**config.mk**
```make
export PLATFORM = sky130hd
export DESIGN_NAME = regfile_nr1w_clr
export DESIGN_NICKNAME = d
export VERILOG_FILES = /design/src/rtl/regfile_nr1w_clr.sv
export SDC_FILE = /design/constraint.sdc
export NUM_CORES = 1
export LEC_CHECK = 0
export CAP_MARGIN = 20
export CORE_ASPECT_RATIO = 0.8
export CORE_MARGIN = 5
export CORE_UTILIZATION = 55
export DETAILED_ROUTE_END_ITERATION = 7
export PLACE_DENSITY = 0.68
export SETUP_SLACK_MARGIN = 0.4
export SYNTH_ARGS = -nofsm -noshare
export SYNTH_HDL_FRONTEND = slang
export SYNTH_SLANG_ARGS = --single-unit
```
**constraint.sdc**
```tcl
create_clock -name clk -period 4 [get_ports clk]
set_clock_uncertainty 0.15 [all_clocks]
set_input_delay 0.8 -clock clk [delete_from_list [all_inputs] [get_ports clk]]
set_output_delay 0.8 -clock clk [all_outputs]
set_load 0.02 [all_outputs]
```
**src/rtl/regfile_nr1w_clr.sv**
```systemverilog
// Parametrised N-read / 1-write register file with registered, valid-qualified reads
// and a hardware clear sequencer that initialises every entry after reset or on request.
module regfile_nr1w_clr #(
    parameter int               WIDTH    = 32,
    parameter int               DEPTH    = 32,
    parameter int               NRD      = 2,
    parameter bit               BYPASS   = 1'b1,
    parameter logic [WIDTH-1:0] INIT_VAL = '0,
    localparam int              AW       = $clog2(DEPTH)
) (
    input  logic                 clk,
    input  logic                 rst_n,
    input  logic                 init_req,
    output logic                 busy,
    input  logic [NRD-1:0]       rd_en,
    input  logic [NRD*AW-1:0]    rd_addr,
    output logic [NRD*WIDTH-1:0] rd_dat,
    output logic [NRD-1:0]       rd_vld,
    input  logic                 wr_en,
    input  logic [AW-1:0]        wr_addr,
    input  logic [WIDTH-1:0]     wr_dat,
    output logic                 wr_drop
);

    typedef enum logic {
        ST_CLR = 1'b0,
        ST_RDY = 1'b1
    } state_t;

    localparam logic [AW:0]   DEPTH_W  = (AW+1)'(DEPTH);
    localparam logic [AW-1:0] LAST_IDX = AW'(DEPTH - 1);
    localparam logic [AW-1:0] ONE      = AW'(1);

    state_t               state_q, state_d;
    logic [AW-1:0]        cnt_q, cnt_d;
    logic                 busy_q, busy_d;
    logic                 wr_drop_q, wr_drop_d;
    logic [NRD-1:0]       rd_vld_q, rd_vld_d;
    logic [NRD*WIDTH-1:0] rd_dat_q, rd_dat_d;

    logic [WIDTH-1:0]     mem_q [DEPTH];
    logic                 mem_we_s;
    logic [AW-1:0]        mem_wa_s;
    logic [WIDTH-1:0]     mem_wd_s;

    // DEPTH need not be a power of two, so the top of the address space can be unmapped.
    function automatic logic in_range(input logic [AW-1:0] addr);
        return ({1'b0, addr} < DEPTH_W);
    endfunction

    // Sequencer: clear walk in ST_CLR, user writes in ST_RDY; selects the single array write.
    always_comb begin
        state_d   = state_q;
        cnt_d     = cnt_q;
        busy_d    = busy_q;
        wr_drop_d = 1'b0;
        mem_we_s  = 1'b0;
        mem_wa_s  = cnt_q;
        mem_wd_s  = INIT_VAL;
        case (state_q)
            ST_CLR: begin
                mem_we_s  = 1'b1;
                wr_drop_d = wr_en;
                if (cnt_q == LAST_IDX) begin
                    state_d = ST_RDY;
                    cnt_d   = '0;
                    busy_d  = 1'b0;
                end else begin
                    cnt_d  = cnt_q + ONE;
                    busy_d = 1'b1;
                end
            end
            ST_RDY: begin
                mem_we_s = wr_en & in_range(wr_addr);
                mem_wa_s = wr_addr;
                mem_wd_s = wr_dat;
                if (init_req) begin
                    state_d = ST_CLR;
                    cnt_d   = '0;
                    busy_d  = 1'b1;
                end else begin
                    busy_d = 1'b0;
                end
            end
            default: begin
                state_d = ST_CLR;
                cnt_d   = '0;
                busy_d  = 1'b1;
            end
        endcase
    end

    // Read ports: sample in ST_RDY only; data holds when a port is idle.
    always_comb begin
        logic [AW-1:0] ra;
        ra       = '0;
        rd_vld_d = '0;
        rd_dat_d = rd_dat_q;
        for (int p = 0; p < NRD; p++) begin
            ra = rd_addr[p*AW +: AW];
            if ((state_q == ST_RDY) && rd_en[p]) begin
                rd_vld_d[p] = 1'b1;
                if (!in_range(ra)) begin
                    rd_dat_d[p*WIDTH +: WIDTH] = '0;
                end else if (BYPASS && wr_en && (wr_addr == ra)) begin
                    rd_dat_d[p*WIDTH +: WIDTH] = wr_dat;
                end else begin
                    rd_dat_d[p*WIDTH +: WIDTH] = mem_q[ra];
                end
            end else begin
                rd_vld_d[p] = 1'b0;
            end
        end
    end

    // Control and output registers.
    always_ff @(posedge clk or negedge rst_n) begin
        if (!rst_n) begin
            state_q   <= ST_CLR;
            cnt_q     <= '0;
            busy_q    <= 1'b1;
            wr_drop_q <= 1'b0;
            rd_vld_q  <= '0;
            rd_dat_q  <= '0;
        end else begin
            state_q   <= state_d;
            cnt_q     <= cnt_d;
            busy_q    <= busy_d;
            wr_drop_q <= wr_drop_d;
            rd_vld_q  <= rd_vld_d;
            rd_dat_q  <= rd_dat_d;
        end
    end

    // Storage array; contents are established by the clear walk rather than by reset.
    always_ff @(posedge clk) begin
        if (mem_we_s) begin
            mem_q[mem_wa_s] <= mem_wd_s;
        end
    end

    assign busy    = busy_q;
    assign wr_drop = wr_drop_q;
    assign rd_vld  = rd_vld_q;
    assign rd_dat  = rd_dat_q;

endmodule

```
## Word level (Yosys, flattened, before mapping)

Memories as Yosys holds them, arrays and structs flattened. A register that Yosys moved wholly into a read port is not among the register bits.
Cells that the tools add are included.

| storage, ports and cells | value |
|---|---|
| memories kept | 1 |
| bits in writable memories | 1024 |
| output and inout port bits | 68 |
| bits in registers | 10 |

| operators by class | value |
|---|---|
| bitwise logic cells | 1 |
| add/subtract/negate cells | 1 |
| reductions and logical operators | 4 |
| mux-type cells | 17 |
| equality and inequality tests | 2 |

Memory list:

| memory | words | width | read ports | clocked after memory_dff | wr ports | line | text |
|---|---|---|---|---|---|---|---|
| mem_q | 32 | 32 | 2 | 2 | 1 | 41 | `logic [WIDTH-1:0] mem_q [DEPTH];` |

Operators with widths:

| cell | count |
|---|---|
| 2-to-1 mux 32 bit | 1 |
| 2-to-1 mux 5 bit | 3 |
| case mux 5 bit (2 select lines) | 1 |
| 2-to-1 mux 1 bit | 9 |
| case mux 1 bit (2 select lines) | 3 |
| adder 5 x 1 -> 5 bit, second input constant | 1 |
| == test 5 bit, second input constant | 1 |
| logical AND 1 bit | 2 |
| zero test 1 bit | 2 |
| inequality test 2 bit, second input constant | 1 |
| inverter 1 bit | 1 |

## Longest topological paths before layout

Gate-level depths: netlist of run 1.

| depth | value |
|---|---|
| word-level depth | 4 |
| gate-level depth with buffers | 10 |
| depth with buffers taken out | 6 |

## Worst setup path after synthesis of run 1

OpenSTA, ideal clock, no wires.

| path | value |
|---|---|
| path type | input to register |
| start | in wr_addr[3] |
| end | mem mem_q[20][0] (enable) |
| path buffers | 0 |
| library setup time | 421 ps |
| stages | 3 |
| slack | 552 ps |
| arrival | 2877 ps |
| path through | mux2_2 or3_1 nor2_1 |

| on the way | value |
|---|---|
| cells in the longest elaborated chain, start to end | 1 |

Ends and longest elaborated chain:

| what | line | text |
|---|---|---|
| start, declared | 20 | `input logic [AW-1:0] wr_addr,` |
| 2-to-1 mux 5 bit | 60 | `case (state_q)` |
| end, declared | 41 |  |

Every way passes these cells.

## Worst setup path after layout of run 1

| path | value |
|---|---|
| start | reg state_q |
| end | reg rd_dat_q[24] (netlist: rd_dat[24]) (read register of mem_q) |

| on the way | value |
|---|---|
| cells in the longest elaborated chain, start to end | 1 |

Ends and longest elaborated chain:

| what | line | text |
|---|---|---|
| start, declared | 34 | `state_t state_q, state_d;` |
| start signal, assigned | 126 | `state_q <= state_d;` |
| logical AND 1 bit | 101 | `if ((state_q == ST_RDY) && rd_en[p]) begin` |
| end, declared | 39 | `logic [NRD*WIDTH-1:0] rd_dat_q, rd_dat_d;` |

Every way passes these cells.
A chain may end at the register's enable or synchronous reset.

==> implementation parameters, run 1 <==
Parameter                              Value

Logic synthesis
  Cell taking the most area after synthesis ... sky130_fd_sc_hd__edfxtp_1
  EDFF count, synth ... 1024
  Area fraction in and, or, nand and nor cells after synthesis ... 3.91%
  XOR/XNOR share of the synthesized area ... 0.193%
  Multiplexer fraction of the synthesized cell area ... 23.4%
  Count of different cell masters after synthesis ... 47
  Area fraction of the dominant cell type after synthesis ... 61.7%
  Warnings from Yosys ... 0
  Post-Synthesis Net Count ... 2773
  Adder and majority gate portion of the synthesized area ... 0.0503%
  Synthesized cell area ... 49800 µm²
  Flip-flop and latch count after synthesis ... 1098
  Portion of the post-synthesis area used by sequential elements ... 65.5%
  Area fraction in compound gates after synthesis ... 5.00%
  Primary flip-flop cell chosen by synthesis mapping ... sky130_fd_sc_hd__edfxtp_1
  Largest family of logic cells by synthesized area ... multiplexers
  Mean area per synthesized cell ... 18.3 µm²
  Synth area leaders ... sky130_fd_sc_hd__edfxtp_1, sky130_fd_sc_hd__mux4_2, sky130_fd_sc_hd__dfrtp_1, sky130_fd_sc_hd__mux2i_1, sky130_fd_sc_hd__o22ai_1
  Share of async-settable or async-resettable flops after synthesis ... 6.74%
  Synthesized instance count ... 2718

CTS
  Total setup buffers inserted after CTS ... 0
  H-tree levels ... 3
  Number of buffers created by CTS ... 107
  Clk buf depth ... 3
  Clock tree from TritonCTS ... built
  Clock input transition at the sequential cells of the worst setup and hold paths ... 0.06 ns
  Cell at the root of the clock tree ... sky130_fd_sc_hd__clkbuf_16
  Skew-Pair Late Insertion Delay ... 0.69 ns
  Number of clock sinks ... 1098

Setup path
  Highest cell delay on the worst timing path ... 0.70 ns
  Cells along the critical path ... mux2i_4 > xnor2_1 > or4_2 > buf_4 > nand3_1 > a31oi_1
  Largest driver fanout on the critical path ... 32
  Crit path arrival time ... 3.47 ns
  Critical Path RT ... 4.35 ns
  Count of buffer and inverter cells on the critical path ... 1
  Critical path's top delay family ... simple AND/OR/NAND/NOR gates
  Kind of end point of the critical path ... flip-flop
  Cell at the slowest stage of the critical path ... sky130_fd_sc_hd__or4_2
  Kind of critical path ... flip-flop to flip-flop
  Nature of the critical path startpoint ... flip-flop

Global routing
  Layer carrying the most global-route usage ... met2
  Vias in the first global route ... 31.0k
  Number of antenna violations at the first check in global routing ... 1
  Met3 Resource Use GR ... 11.6%
  Wire length of the first global-routing pass ... 230000 µm
  Largest net degree at the start of global routing ... 101
  Remaining Overflow, GRT ... 0
  Global-route met1 utilization ... 47.5%
  Overall global routing resource usage ... 33.3%
  Met2 track demand over resource ... 48.9%

Power and ir drop
  Gate power share ... 21.4%
  Largest vdd supply drop ... 0.357 mV
  Part of the power in the clock network ... 31.7%
  P per Cell Area ... 568 nW/µm²
  Leak ... 0.0188 µW
  Internal Pwr Total ... 22800 µW
  Proportion of power drawn by flip-flops and latches ... 46.9%
  Sw Share ... 29.7%
  Net switching power figure ... 9650 µW

Routing
  Vias per cell ... 7.45
  Drc violations ... 0
  Via count of the routed design ... 31.1k
  DRT antenna net count ... 0
  Total wire length after detailed routing ... 162000 µm
  Drt first pass iters ... 6
  DRT iter0 DRCs ... 4806
  Mean routed wirelength per cell ... 38.8 µm

Cells and area
  Area growth, synth to finish ... 15.0%
  Most common library cell in the layout ignoring fill and taps ... sky130_fd_sc_hd__edfxtp_1
  Inserted Diodes ... 0
  NumNets Final ... 2932
  Fraction of final layout cells with drive strength greater than 1 ... 27.9%
  Most used cells in the layout excluding fill and tap cells ... sky130_fd_sc_hd__edfxtp_1, sky130_fd_sc_hd__mux4_2, sky130_fd_sc_hd__o22ai_1, sky130_fd_sc_hd__mux2i_1, sky130_fd_sc_hd__nand2_1

Timing
  Relative slew slack ... 22.2%
  Setup WS post-layout ... 0.878 ns
  Final number of setup-violating endpoints ... 0
  Shortest clock period the worst path allows after layout ... 3.12 ns
  Slew @ Worst Pin ... 1.17 ns
  Setup repair after global routing missed its margin ... no
  Worst-case hold slack ... 0.407 ns
  Pins Over Slew Limit ... 0
  Highest achievable clock rate ... 0.320 GHz
  Fin Setup TNS ... 0 ns
  Period utilisation layout ... 78.1%
  Number of failing hold endpoints at the final stage ... 0

Die
  Placeable Area ... 89600 µm²
  Die area ... 96700 µm²
  Count of pins on the block boundary ... 121
  Die Wd ... 346 µm
  Floorplan row count ... 98
  Chip height ... 279 µm
  Starting density of the core ... 55.6%

Job
  MaxCap Viol Count ... 0

Place
  # port buffers ... 120
  Setup slack at placement ... 0.503 ns
  GPL Wtd Cong ... 0.874
  HPWL reported at the end of detailed placement ... 91600 µm

Hold path
  Worst hold path class ... flip-flop to flip-flop

Status
  Run status ... finished clean
metal layers:
metal / share of wire (%) / wire length [µm]
met1: 36 / 58900
met2: 44 / 71000
met3: 15 / 24600
met4: 4.3 / 6910
met5: 0 / 0
per-stage QoR:
step	std cells	power, µW	util, %	cell area, µm²
2_1_floorplan	2718	18700	-	49800
3_3_place_gp	3963	22100	59.8	53600
3_5_place_dp	3963	22200	59.8	53600
4_1_cts	4164	32400	63.8	57200
5_1_grt	4168	33400	63.9	57300
6_report	4168	32500	63.9	57300
final timing paths:
check,startpoint,slack (ns),to,cells after the start
max in group asynchronous,rst_n,1.97,state_q,3
max,state_q,0.88,rd_dat[24],6
min reg2reg,rd_dat[36],0.41,rd_dat[36],2
min,rd_dat[36],0.41,rd_dat[36],2
max reg2reg,state_q,0.88,rd_dat[24],6
min in group asynchronous,rst_n,0.54,rd_dat[63],2
worst min-delay path, cell delays in order, from the launching register on:
cell and delay, ns:
sky130_fd_sc_hd__dfrtp_1 0.37, sky130_fd_sc_hd__nor2_1 0.10, sky130_fd_sc_hd__a31oi_1 0.04
repair_timing:
item	CTS	global route
hold buffers	1	0
resized for setup	0	0
endpoints found under the hold margin	4	0
sequential cells by signal (all words and copies together) (netlist names):
register,cells
busy,1
cnt_q,5
mem_q,1024
rd_dat,64
rd_vld,2
state_q,1
wr_drop,1
logic make-up after synthesis:
family	Yosys count
xor gates and xnor gates	11
DFF	1098
AOI/OAI and AO/OA	379
adders and majority gates	2
buffers and inverters	217
muxes	601
and+or+nand+nor	410
power groups by stage:
stage	sequential, µW	combinational (µW)	clock [µW]
finish	15300	6950	10300
global route	15400	7180	10900
CTS	15200	6820	10400
detailed placement	15500	6790	0
global placement	15300	6720	0
floorplan	15500	3160	0
area by class of cell:
class                   instances  area [µm²]
multi-input cells            1403       16500
repair buffers                264        3080
inverters                       3        11.3
flip-flops and latches       1098       32600
clock buffers                 129        2820
well taps                    1200        1500
clock inverters                71         719
fillers                      6069       32400
synthesized netlist by cell type, types with 13 or more instances:
master                     instances
sky130_fd_sc_hd__nor2_1          114
sky130_fd_sc_hd__buf_4            13
sky130_fd_sc_hd__a31oi_1          66
sky130_fd_sc_hd__dfrtp_1          73
sky130_fd_sc_hd__nand3_1          23
sky130_fd_sc_hd__buf_1            18
sky130_fd_sc_hd__nand2_1         145
sky130_fd_sc_hd__clkbuf_1         97
sky130_fd_sc_hd__edfxtp_1       1024
sky130_fd_sc_hd__mux2i_1         149
sky130_fd_sc_hd__o22ai_1         207
sky130_fd_sc_hd__mux4_2          448
sky130_fd_sc_hd__nor4_1           48
sky130_fd_sc_hd__a21oi_1          25
sky130_fd_sc_hd__a22oi_1          44
sky130_fd_sc_hd__buf_2            83
sky130_fd_sc_hd__and2_1           35
Power figures use the tool's default switching activity.
==> run 2, diff against run 1 <==
- clock period: 4 -> 3.2 ns (I/O delays scaled with it)
==> implementation parameters, run 2 (synthesis results as in run 1) <==
Parameter                              Value

Die
  Starting density of the core ... 55.6% (unchanged)
  Die area ... 96700 µm² (unchanged)
  Die Wd ... 346 µm (unchanged)
  Chip height ... 279 µm (unchanged)
  Placeable Area ... 89600 µm² (unchanged)
  Count of pins on the block boundary ... 121 (unchanged)
  Floorplan row count ... 98 (unchanged)

Setup path
  Critical Path RT ... 3.58 ns (was 4.35 ns)
  Cell at the slowest stage of the critical path ... sky130_fd_sc_hd__or4_2 (unchanged)
  Count of buffer and inverter cells on the critical path ... 1 (unchanged)
  Launch point of the worst reg-to-reg path ... state_q (unchanged)
  Highest cell delay on the worst timing path ... 0.73 ns (was 0.70 ns)
  Critical path's top delay family ... simple AND/OR/NAND/NOR gates (unchanged)
  Kind of critical path ... flip-flop to flip-flop (unchanged)
  Cells along the critical path ... mux2i_4 > xnor2_1 > or4_2 > buf_12 > nand3_1 > a31oi_1 (was mux2i_4 > xnor2_1 > or4_2 > buf_4 > nand3_1 > a31oi_1)
  Nature of the critical path startpoint ... flip-flop (unchanged)
  Largest driver fanout on the critical path ... 32 (unchanged)
  Kind of end point of the critical path ... flip-flop (unchanged)
  Crit path arrival time ... 3.10 ns (was 3.47 ns)
  Launching instance or port of the critical path ... state_q (unchanged)

Timing
  Number of failing hold endpoints at the final stage ... 0 (unchanged)
  Pins Over Slew Limit ... 0 (unchanged)
  Fin Setup TNS ... 0 ns (unchanged)
  Relative slew slack ... 28.4% (was 22.2%)
  Period utilisation layout ... 85.0% (was 78.1%)
  Highest achievable clock rate ... 0.367 GHz (was 0.320 GHz)
  Setup repair after global routing missed its margin ... no (unchanged)
  Final number of setup-violating endpoints ... 0 (unchanged)
  Slew @ Worst Pin ... 1.07 ns (was 1.17 ns)
  Shortest clock period the worst path allows after layout ... 2.72 ns (was 3.12 ns)

Cells and area
  NumNets Final ... 3030 (was 2932)
  Non-filler cells in the finished layout ... 4266 (was 4168)
  Final core utilization ... 65.1% (was 63.9%)
  Area growth, synth to finish ... 17.1% (was 15.0%)
  Register ranked first by flip-flop count ... mem_q (unchanged)
  Most common library cell in the layout ignoring fill and taps ... sky130_fd_sc_hd__edfxtp_1 (unchanged)
  Most used cells in the layout excluding fill and tap cells ... sky130_fd_sc_hd__edfxtp_1, sky130_fd_sc_hd__mux4_2, sky130_fd_sc_hd__o22ai_1, sky130_fd_sc_hd__buf_4, sky130_fd_sc_hd__mux2i_1 (was sky130_fd_sc_hd__edfxtp_1, sky130_fd_sc_hd__mux4_2, sky130_fd_sc_hd__o22ai_1, sky130_fd_sc_hd__mux2i_1, sky130_fd_sc_hd__nand2_1)
  Largest register FFs ... 1024 (unchanged)
  Fraction of final layout cells with drive strength greater than 1 ... 30.0% (was 27.9%)
  Fill count ... 5941 (was 6069)

Global routing
  Remaining Overflow, GRT ... 0 (unchanged)
  Wire length of the first global-routing pass ... 226000 µm (was 230000 µm)
  Overall global routing resource usage ... 32.6% (was 33.3%)
  Largest net degree at the start of global routing ... 84 (was 101)
  Number of antenna violations at the first check in global routing ... 2 (was 1)
  Vias in the first global route ... 31.3k (was 31.0k)

CTS
  Clk buf depth ... 3 (unchanged)
  Skew-Pair Late Insertion Delay ... 0.68 ns (was 0.69 ns)
  Clock tree from TritonCTS ... built (unchanged)
  Cell at the root of the clock tree ... sky130_fd_sc_hd__clkbuf_16 (unchanged)
  Number of buffers created by CTS ... 106 (was 107)
  Clock input transition at the sequential cells of the worst setup and hold paths ... 0.06 ns (about the same)
  Number of clock sinks ... 1098 (unchanged)
  H-tree levels ... 3 (unchanged)

Routing
  DRT iter0 DRCs ... 4646 (was 4806)
  Vias per cell ... 7.30 (was 7.45)
  Drc violations ... 0 (unchanged)
  DRT antenna net count ... 0 (unchanged)
  Via count of the routed design ... 31.2k (was 31.1k)
  Total wire length after detailed routing ... 158000 µm (was 162000 µm)
  Drt first pass iters ... 8 (was 6)
  Mean routed wirelength per cell ... 37.1 µm (was 38.8 µm)

Status
  Run status ... finished clean (unchanged)

Hold path
  Worst hold path class ... input pin to asynchronous set/reset pin (was flip-flop to flip-flop)

Place
  Post-Place Cells ... 4062 (was 3963)
  GPL Wtd Cong ... 0.883 (was 0.874)
  HPWL reported at the end of detailed placement ... 96400 µm (was 91600 µm)
  # port buffers ... 120 (unchanged)

Power and ir drop
  Largest vdd supply drop ... 0.500 mV (was 0.357 mV)
  P per Cell Area ... 699 nW/µm² (was 568 nW/µm²)
  Leak ... 0.0194 µW (was 0.0188 µW)

Job
  MaxCap Viol Count ... 0 (unchanged)
[run 2: cell count changes in the layout (fill, tap and decap cells not counted), moves of 4 or more]
cell,previous run,this run
sky130_fd_sc_hd__clkbuf_1,18,9
sky130_fd_sc_hd__buf_6,3,7
sky130_fd_sc_hd__buf_12,61,87
sky130_fd_sc_hd__buf_4,80,150
sky130_fd_sc_hd__clkinv_1,15,28
sky130_fd_sc_hd__clkinv_2,30,24
[run 2: through the flow]
stage | total power [µW] | worst slack (ns) | area (µm²) | hold slack [ns]
finish | 40700 | 0.479 | 58300 | 0.368
global route | 41900 | 0.403 | 58300 | 0.378
CTS | 40600 | 0.401 | 58200 | 0.340
detailed placement | 28000 | 0.0833 | 54700 | 0.393
global placement | 27700 | 0.0993 | 54700 | 0.381
floorplan | 23400 | 0.0182 | 49800 | 0.194
[run 2: layer usage]
metal	track usage [%]	part of all wire, %	up-vias
met5	0	0	-
met4	10.1	3.6	0
met3	11.0	15	397
met2	47.7	44	2666
met1	47.2	37	16002
li1	-	-	12094
[run 2: cell type report]
type / count / area (µm²) / area share, %
sequential: 1098 / 32600 / 55.9
multi-input combinational: 1403 / 16500 / 28.3
timing repair buffer: 363 / 4170 / 7.14
clock buffer: 120 / 2780 / 4.76
tap: 1200 / 1500 / 2.57
clock inverter: 77 / 736 / 1.26
inverter: 3 / 11.3 / 0.0193
antenna: 2 / 5.00 / 0.00858
[run 2: power breakdown]
part           leakage [µW]  switching [µW]  internal (µW)
registers            0.0103            1000          18000
logic               0.00733            5470           3470
clock network       0.00173            5510           7280
total                0.0194           12000          28800
[run 2: repair_timing]
item	4_1_cts	5_1_grt
pin swaps	0	0
buffers inserted	0	1
endpoints found under the hold margin	26	0
gates resized for setup	1	3
gates cloned	0	0
hold buffers	1	0
endpoints found under the setup margin	1	18
[run 2: worst register-to-register path, stage by stage, from the launching register on]
cell and delay, ns:
sky130_fd_sc_hd__dfrtp_4 0.63, sky130_fd_sc_hd__mux2i_4 0.42, sky130_fd_sc_hd__xnor2_1 0.17, sky130_fd_sc_hd__or4_2 0.73, sky130_fd_sc_hd__buf_12 0.25, sky130_fd_sc_hd__nand3_1 0.13
sky130_fd_sc_hd__a31oi_1 0.09
[run 2: final timing paths]
path / cells after the start / end / slack (ns)
max: 6 / rd_dat[24] / 0.48
min: 2 / rd_dat[50] / 0.37
min reg2reg: 2 / rd_dat[28] / 0.40
max reg2reg: 6 / rd_dat[24] / 0.48
max in group asynchronous: 3 / busy / 1.70
min in group clk: 2 / rd_dat[28] / 0.40
